### config.mk
export PLATFORM = sky130hd
export DESIGN_NAME = zuc256_mac_sched
export DESIGN_NICKNAME = d
export VERILOG_FILES = /design/src/rtl/zuc256_mac_sched.sv
export SDC_FILE = /design/constraint.sdc
export NUM_CORES = 1
export LEC_CHECK = 0
export ABC_CLOCK_PERIOD_IN_PS = 29900
export CAP_MARGIN = 10
export CORE_AREA = 8 8 519 521
export CTS_CLUSTER_DIAMETER = 200
export DETAILED_ROUTE_END_ITERATION = 7
export DIE_AREA = 0 0 527 529
export PLACE_DENSITY = 0.39
export SLEW_MARGIN = 10
export SYNTH_ARGS = -nofsm -noshare
export SYNTH_HDL_FRONTEND = slang
export SYNTH_SLANG_ARGS = --single-unit
### constraint.sdc
create_clock -name clk -period 29.9 [get_ports clk]
set_input_delay 2.99 -clock clk [delete_from_list [all_inputs] [get_ports clk]]
set_output_delay 2.99 -clock clk [all_outputs]
set_load 0.01 [all_outputs]
### src/rtl/zuc256_mac_sched.sv
// ---------------------------------------------------------------------------
// zuc256_mac_sched
//
// Sequencer for one complete ZUC-256 MAC computation over a message of any
// bit length. It issues the MAC engine's init / next / final commands in
// order, splits the incoming 128-bit block stream into per-command blocks,
// masks the trailing partial block to the message length and returns the
// tag with a one-cycle tag_valid pulse.
//
// Optional feature (compile-time macro ZUC256_SCHED_WATCHDOG_EN):
//   A per-command watchdog that aborts with error=1 and tag=0 when the MAC
//   fails to answer within TIMEOUT cycles. Without the macro the WAIT states
//   wait indefinitely.
//
// Ports:
//   clk, reset        clock, asynchronous active-high reset
//   start             one-cycle request, sampled only when idle
//   key, iv, tag_len,
//   msg_len           job parameters, captured on an accepted start
//   blk_data/valid/
//   blk_ready         message block stream (MSB = first message bit)
//   mac_init/next/
//   mac_final         one-cycle command pulses to the MAC engine
//   mac_key, mac_iv,
//   mac_tag_len,
//   mac_block,
//   mac_i_len         operands held stable for the MAC engine
//   mac_tag, mac_ready
//                     MAC result and per-command completion pulse
//   tag, tag_valid    result (low tag_len bits valid) and its update pulse
//   busy              high from accepted start until DONE exits
//   error             sticky until the next accepted start
// ---------------------------------------------------------------------------
module zuc256_mac_sched #(
   parameter int unsigned MSG_LEN_W = 16,
   parameter int unsigned TIMEOUT   = 4096
) (
   input  logic                 clk,
   input  logic                 reset,
   input  logic                 start,
   input  logic [255:0]         key,
   input  logic [127:0]         iv,
   input  logic [7:0]           tag_len,
   input  logic [MSG_LEN_W-1:0] msg_len,
   input  logic [127:0]         blk_data,
   input  logic                 blk_valid,
   output logic                 blk_ready,
   output logic                 mac_init,
   output logic                 mac_next,
   output logic                 mac_final,
   output logic [255:0]         mac_key,
   output logic [127:0]         mac_iv,
   output logic [7:0]           mac_tag_len,
   output logic [127:0]         mac_block,
   output logic [7:0]           mac_i_len,
   input  logic [127:0]         mac_tag,
   input  logic                 mac_ready,
   output logic [127:0]         tag,
   output logic                 tag_valid,
   output logic                 busy,
   output logic                 error
);

   // ceil((2^MSG_LEN_W - 1) / 128) needs MSG_LEN_W-6 bits.
   localparam int unsigned BL_W = MSG_LEN_W - 6;

   typedef enum logic [3:0] {
      IDLE,
      CMD_INIT,
      WAIT_INIT,
      FETCH,
      CMD_NEXT,
      WAIT_NEXT,
      CMD_FINAL,
      WAIT_FINAL,
      DONE
   } state_t;

   state_t          state_q;
   state_t          state_d;
   logic [BL_W-1:0] blocks_left_q;
   logic [BL_W-1:0] nblk;
   logic            tag_len_legal;
   logic            last_partial;
   logic [127:0]    keep_mask;
   logic [127:0]    tag_fmt;
   logic            wd_expired;

   assign nblk          = BL_W'(msg_len[MSG_LEN_W-1:7]) + BL_W'(|msg_len[6:0]);
   assign tag_len_legal = (tag_len == 8'd32) || (tag_len == 8'd64) || (tag_len == 8'd128);

   // The final block is partial when the remainder r = mac_i_len is nonzero;
   // only its top r bits carry message data.
   assign last_partial  = (blocks_left_q == BL_W'(1)) && (mac_i_len[6:0] != 7'd0);
   assign keep_mask     = ~({128{1'b1}} >> mac_i_len[6:0]);

   always_comb begin
      case (mac_tag_len)
         8'd32:   tag_fmt = {96'h0, mac_tag[31:0]};
         8'd64:   tag_fmt = {64'h0, mac_tag[63:0]};
         default: tag_fmt = mac_tag;
      endcase
   end

   // Config sanity: a watchdog shorter than two cycles cannot tell a command
   // pulse from its timeout.
   timeout_legal_a: assert property (@(posedge clk) disable iff (reset) TIMEOUT >= 2);

`ifdef ZUC256_SCHED_WATCHDOG_EN
   localparam int unsigned WD_W = $clog2(TIMEOUT + 1);

   logic [WD_W-1:0] wd_cnt_q;
   logic            in_wait;
   logic            cmd_pulse;

   assign in_wait   = (state_q == WAIT_INIT) || (state_q == WAIT_NEXT) || (state_q == WAIT_FINAL);
   assign cmd_pulse = mac_init || mac_next || mac_final;

   // The command cycle counts as the first elapsed cycle, so the abort lands
   // exactly TIMEOUT cycles after the command pulse.
   always_ff @(posedge clk or posedge reset) begin
      if (reset) begin
         wd_cnt_q <= '0;
      end else if (cmd_pulse) begin
         wd_cnt_q <= WD_W'(1);
      end else if (in_wait) begin
         wd_cnt_q <= wd_cnt_q + WD_W'(1);
      end
   end

   assign wd_expired = in_wait && (wd_cnt_q == WD_W'(TIMEOUT - 1));
`else
   assign wd_expired = 1'b0;
`endif

   // State register.
   // NOTE: sequential state uses non-blocking (<=) so every flop samples the
   // pre-edge values of the others; blocking here would create ordering races.
   always_ff @(posedge clk or posedge reset) begin
      if (reset) begin
         state_q <= IDLE;
      end else begin
         state_q <= state_d;
      end
   end

   // Next-state and command strobes.
   // NOTE: every output of this block gets a default first so no path leaves
   // a signal unassigned, which would otherwise infer a latch.
   always_comb begin
      state_d   = state_q;
      blk_ready = 1'b0;
      mac_init  = 1'b0;
      mac_next  = 1'b0;
      mac_final = 1'b0;
      tag_valid = 1'b0;
      case (state_q)
         IDLE: begin
            if (start) begin
               state_d = tag_len_legal ? CMD_INIT : DONE;
            end
         end
         CMD_INIT: begin
            mac_init = 1'b1;
            state_d  = WAIT_INIT;
         end
         WAIT_INIT, WAIT_NEXT: begin
            // A completing mac_ready wins over a simultaneous watchdog expiry.
            if (mac_ready) begin
               state_d = (blocks_left_q != '0) ? FETCH : CMD_FINAL;
            end else if (wd_expired) begin
               state_d = DONE;
            end
         end
         FETCH: begin
            blk_ready = 1'b1;
            if (blk_valid) begin
               state_d = CMD_NEXT;
            end
         end
         CMD_NEXT: begin
            mac_next = 1'b1;
            state_d  = WAIT_NEXT;
         end
         CMD_FINAL: begin
            mac_final = 1'b1;
            state_d   = WAIT_FINAL;
         end
         WAIT_FINAL: begin
            if (mac_ready || wd_expired) begin
               state_d = DONE;
            end
         end
         DONE: begin
            tag_valid = 1'b1;
            state_d   = IDLE;
         end
         default: state_d = IDLE;
      endcase
   end

   assign busy = (state_q != IDLE);

   // Captured operands, block register, tag and error flag. Operands only
   // change on an accepted start or a block handshake, so they stay stable
   // from each command pulse through its mac_ready.
   always_ff @(posedge clk or posedge reset) begin
      if (reset) begin
         mac_key       <= '0;
         mac_iv        <= '0;
         mac_tag_len   <= '0;
         mac_i_len     <= '0;
         mac_block     <= '0;
         blocks_left_q <= '0;
         tag           <= '0;
         error         <= 1'b0;
      end else begin
         case (state_q)
            IDLE: begin
               if (start) begin
                  mac_key       <= key;
                  mac_iv        <= iv;
                  mac_tag_len   <= tag_len;
                  mac_i_len     <= {1'b0, msg_len[6:0]};
                  blocks_left_q <= nblk;
                  tag           <= '0;
                  error         <= !tag_len_legal;
               end
            end
            FETCH: begin
               if (blk_valid) begin
                  mac_block     <= last_partial ? (blk_data & keep_mask) : blk_data;
                  blocks_left_q <= blocks_left_q - BL_W'(1);
               end
            end
            WAIT_FINAL: begin
               if (mac_ready) begin
                  tag <= tag_fmt;
               end
            end
            default: ;
         endcase
         // Tag stays at the zero written on start when the watchdog fires.
         if (wd_expired && !mac_ready) begin
            error <= 1'b1;
         end
      end
   end

endmodule
Word-level counts from Yosys, hierarchy flattened
Cells that the tools add are included.
{"block": "totals", "input_bits": 669, "ramBits": 0, "n_memories": 0, "rom_bits": 0, "latch_bits": 0, "reg_bits": 670}
{"block": "op_classes", "n_addsub": 2, "muxes": 20, "reduce_logical": 17, "mul": 0, "shift": 1, "n_lt_le_gt_ge": 0, "n_div": 0, "n_eq_ne": 18, "bitwise": 2}
{"operator": "128-bit one-hot mux with 2 select lines", "n": 2}
{"operator": "128-bit two-way mux", "n": 3}
{"operator": "128-bit AND", "n": 1}
{"operator": "128-bit NOT", "n": 1}
{"operator": "128-bit by 7-bit right shift with 128-bit output (first input constant)", "n": 1}
{"operator": "4-bit one-hot mux with 7 select lines", "n": 1}
{"operator": "10-bit two-way mux", "n": 2}
{"operator": "4-bit two-way mux", "n": 5}
{"operator": "10-bit one-hot mux with 2 select lines", "n": 1}
{"operator": "4-bit by 3-bit == test with 1-bit output (second input constant)", "n": 4}
{"operator": "8-bit by 6-bit == test with 1-bit output (second input constant)", "n": 2}
{"operator": "8-bit by 7-bit == test with 1-bit output (second input constant)", "n": 2}
{"operator": "9-bit by 1-bit adder with 10-bit output", "n": 1}
{"operator": "10-bit by 1-bit == test with 1-bit output (second input constant)", "n": 1}
{"operator": "10-bit nonzero test", "n": 1}
{"operator": "10-bit by 1-bit subtractor with 10-bit output (second input constant)", "n": 1}
{"operator": "4-bit by 2-bit == test with 1-bit output (second input constant)", "n": 2}
{"operator": "8-bit == test (second input constant)", "n": 1}
{"operator": "2-bit != test (second input constant)", "n": 4}
{"operator": "7-bit nonzero test", "n": 1}
{"operator": "7-bit OR reduction", "n": 1}
{"operator": "3-bit AND reduction", "n": 2}
{"operator": "1-bit two-way mux", "n": 5}
{"operator": "4-bit by 1-bit == test with 1-bit output (second input constant)", "n": 1}
{"operator": "11 further kinds", "n": 14}

Depth between registers and ports, before layout
{"block": "logic_depth", "ltp_word": 6, "depth_mapped": 9, "ltp_nobuf": 8}

Least setup slack after synthesis
Ideal clock, no wire load.
{"block": "synth_path", "path_kind": "input to register", "from": "in start", "to": "reg error", "arrival_ns": 4.250, "cell_stages": 5, "n_path_buf": 1, "setup_slack_ns": 25.525, "setup_ns": 0.125, "required_ns": 29.775, "cell_sequence": "clkbuf_1 -> nor3b_1 -> o21ai_0 -> nor2_1 -> mux2_2"}
{"block": "synth_between", "elab_chain_cells": 1}
{"item": "start, declared", "line_no": "40", "source": "input logic start,"}
{"item": "2-bit AND reduction (no line)"}
{"item": "end signal, assigned", "line_no": "227", "source": "error <= !tag_len_legal;"}
{"item": "end, declared", "line_no": "61", "source": "output logic error"}
Every way passes these cells.
A chain may end at the register's enable or synchronous reset.

Worst setup path after layout
{"block": "layout_path", "from": "in start", "to": "reg mac_iv[75]"}
{"block": "layout_between", "elab_chain_cells": 1}
{"item": "2-bit AND reduction (no line)"}
{"item": "end signal, assigned", "line_no": "222", "source": "mac_iv <= iv;"}
{"item": "end, declared", "line_no": "52", "source": "output logic [127:0] mac_iv,"}
Every way passes these cells.

==> out/metrics.csv <==
stage;metric;value;unit
sta;rsz0062_at_grt;false;
cells_and_area;ff_latch_area;16800;µm²
critical_path;crit_fanout;70;
clock_tree;hold_buffers;0;
yosys;synth_cells;2094;
yosys;synth_edf_count;0;
sta;hold_viol_final;0;
power_and_ir_drop;p_leak;0.0188;µW
critical_path;critical_path_arrival;7.47;ns
yosys;synth_nets;2768;
routing;first_iter_violations;1333;
yosys;synth_cell_types;69;
yosys;synth-seq-area-share;0.613;
sta;maxSlewViolCount;0;
global_routing;grt_pass1_wl;246000;µm
routing;avgRoutedWirePerCell;27.3;µm
worst_hold_path;min_to;mac_block[23]$_DFFE_PP0P_;
yosys;synth.top_cell.area_share;0.613;
critical_path;worst_r2r_endpoint;mac_iv[75]$_DFFE_PP0P_;
clock_tree;cts_made_buffers;92;
clock_tree;cts_tree;built;
placement;port_buffers;1330;
sta;post-route-period-util;0.230;
critical_path;r2r-start;state_q[2]$_DFFE_PP0P_;
die;die_w;527;µm
die;dieArea;279000;µm²
clock_tree;clock-sinks;670;
routing;first_pass_iters;7;
placement;dp_hpwl;155000;µm
power_and_ir_drop;power_density;104;nW/µm²
die;die_h;529;µm
yosys;synth_top_cell_by_area;dfrtp_1;
critical_path;criticalPathCategory;in -> reg;
die;num_rows;188;
routing;via_count;23517;
worst_hold_path;holdPathStages;2;
worst_hold_path;holdCritPathClass;reg -> reg;
yosys;synth_top_flop_cell;dfrtp_1;
clock_tree;h-tree-depth;3;
global_routing;antenna_found_initial;105;
yosys;synthMostInstantiatedCell;dfrtp_1;
global_routing;grt_pass1_vias;24967;
power_and_ir_drop;ir_drop;0.0649;mV
cells_and_area;fillerInstances;28585;
yosys;syn_area;27400;µm²
yosys;yosys-top-cells-count;dfrtp_1 (670), mux2_2 (367), nand2_1 (299);
clock_tree;clockRootBuffer;clkbuf_16;
sta;setup_tns;0;ns
routing;route.detailed.vias_per_inst;3.40;
sta;fin_crit;6.88;ns
placement;gp_congestion;0.807;
cells_and_area;multiInputGateArea;9670;µm²
worst_hold_path;hold_start;mac_block[23]$_DFFE_PP0P_;
critical_path;r2r_cells;7;
yosys;yosys_warnings;0;
critical_path;r2r_slack;25.13;ns
global_routing;grt_max_degree;88;
sta;finalSetupViolCount;0;
yosys;ys_ff_latch;670;
global_routing;grt-ovfl-total;0;
status;status;complete, no violations;
die;core_area;261000;µm²
yosys;synth-async-reset-ratio;1.00;
routing;routed_wl;188000;µm
clock_tree;clock_path_buffers;3;
clock_tree;clk_pin_slew;0.06;ns
sta;worst_slew_pin_slew;1.15;ns
die;ios;1332;
critical_path;cp.required;30.49;ns
cells_and_area;synthToLayoutAreaGrowth;74.1;%
power_and_ir_drop;total_power;4980;µW
yosys;syn_avg_cell_area;13.1;µm²
global_routing;track_usage;0.129;
clock_tree;clk_latency;0.73;ns
die;start_util;0.105;
clock_tree;postCtsResizedCells;0;
critical_path;crit_path_end_kind;flip-flop;
clock_tree;cts_setup_buffers;0;
cells_and_area;drive_gt1_frac;0.174;
critical_path;startpoint_type;input port;
cells_and_area;nets;4074;
yosys;synth_area_leaders;dfrtp_1 (61%), mux2_2 (15%), nand2_1 (4.1%), a22o_1 (3.1%), buf_6 (1.4%);
sta;slew_headroom;0.235;
job;max_cap_viol_count;0;
routing;drc;0;
routing;antenna_left;0;
sta;fin_skew;0.0323;ns
sta;fmax;0.145;GHz
[worst max-delay path, stage by stage]
cell and delay (ns):
clkdlybuf4s50_1 0.61, nand2_4 0.31, buf_4 0.72, buf_4 0.57, buf_4 0.73, buf_4 0.89
mux2_2 0.42
[metal layers]
| metal | global-route usage | up-vias | share of wire |
|---|---|---|---|
| met4 | 0.0304 | 126 | 0.025 |
| met5 | 0 | - | 0.0042 |
| met3 | 0.0759 | 300 | 0.13 |
| li1 | - | 10199 | - |
| met1 | 0.138 | 11702 | 0.37 |
| met2 | 0.217 | 1190 | 0.47 |
[where the power goes]
part           leakage, µW  internal, µW  switching [µW]
sequential         0.00827          1300             266
combinational      0.00894          1110            1110
clock              0.00158           707             484
[flip-flops by register name (all words and copies together) (netlist names)]
| signal | flops |
|---|---|
| mac_iv | 128 |
| mac_tag_len | 8 |
| mac_key | 256 |
| mac_i_len | 7 |
| tag | 128 |
| error | 1 |
| mac_block | 128 |
| state_q | 4 |
| blocks_left_q | 10 |
[how the worst max path moves through the flow]
| stage | start | end | cells after the start | slack [ns] |
|---|---|---|---|---|
| 3_3_place_gp | reset | tag[37]$_DFFE_PP0P_ | 7 | 22.26 |
| 5_1_grt | reset | tag[83]$_DFFE_PP0P_ | 7 | 22.65 |
| 2_1_floorplan | reset | blocks_left_q[0]$_DFFE_PP0P_ | 1 | 8.13 |
| 4_1_cts | state_q[0]$_DFFE_PP0P_ | blk_ready | 3 | 22.91 |
| 3_5_place_dp | reset | tag[83]$_DFFE_PP0P_ | 7 | 22.20 |
| 6_report | start | mac_iv[75]$_DFFE_PP0P_ | 7 | 23.02 |
[metrics by stage]
| step | instance area, µm² | std cells | worst slack, ns | hold WS [ns] | utilization |
|---|---|---|---|---|---|
| after global placement | 44400 | 6726 | 22.26 | 0.463 | 0.170 |
| after global routing | 47600 | 6904 | 22.65 | 0.497 | 0.182 |
| after CTS | 47600 | 6897 | 22.91 | 0.478 | 0.182 |
| final | 47700 | 6913 | 23.02 | 0.473 | 0.183 |
| after floorplan | 27400 | 2094 | 8.13 | 0.472 | - |
| after detailed placement | 44400 | 6726 | 22.20 | 0.464 | 0.170 |
[cell usage in the layout (no fill, tap or decap), types with 19 or more instances in the layout]
cell type and instances:
clkbuf_1 21, clkbuf_16 92, buf_4 39, dfrtp_1 666
nor2_1 40, o311ai_0 43, a211oi_1 41, mux2_2 367
mux2_4 20, o31ai_1 19, clkdlybuf4s50_1 1330, o21ai_0 74
o21ai_1 38, clkbuf_8 22, a21oi_1 25, a22o_1 98
nand2_1 297
[logic make-up after synthesis]
family	after synthesis	share of synthesized area
flip-flops	670	0.613
AND/OR/NAND/NOR	425	0.0684
multiplexers	415	0.173
buffers and inverters	170	0.0357
AO/OA/AOI/OAI	398	0.105
adder cells (fa/ha/maj)	5	0.00229
other	1	0.000137
XOR/XNOR	10	0.00320
[area by class of cell]
| type | count | area share |
|---|---|---|
| clock inverter | 36 | 0.0114 |
| tap | 3420 | 0.0898 |
| multi-input combinational | 1254 | 0.203 |
| antenna | 16 | 0.000840 |
| clock buffer | 135 | 0.0563 |
| sequential | 670 | 0.352 |
| inverter | 13 | 0.00118 |
| timing repair buffer | 1369 | 0.286 |
Note: power is estimated with default switching activity, not from simulation.
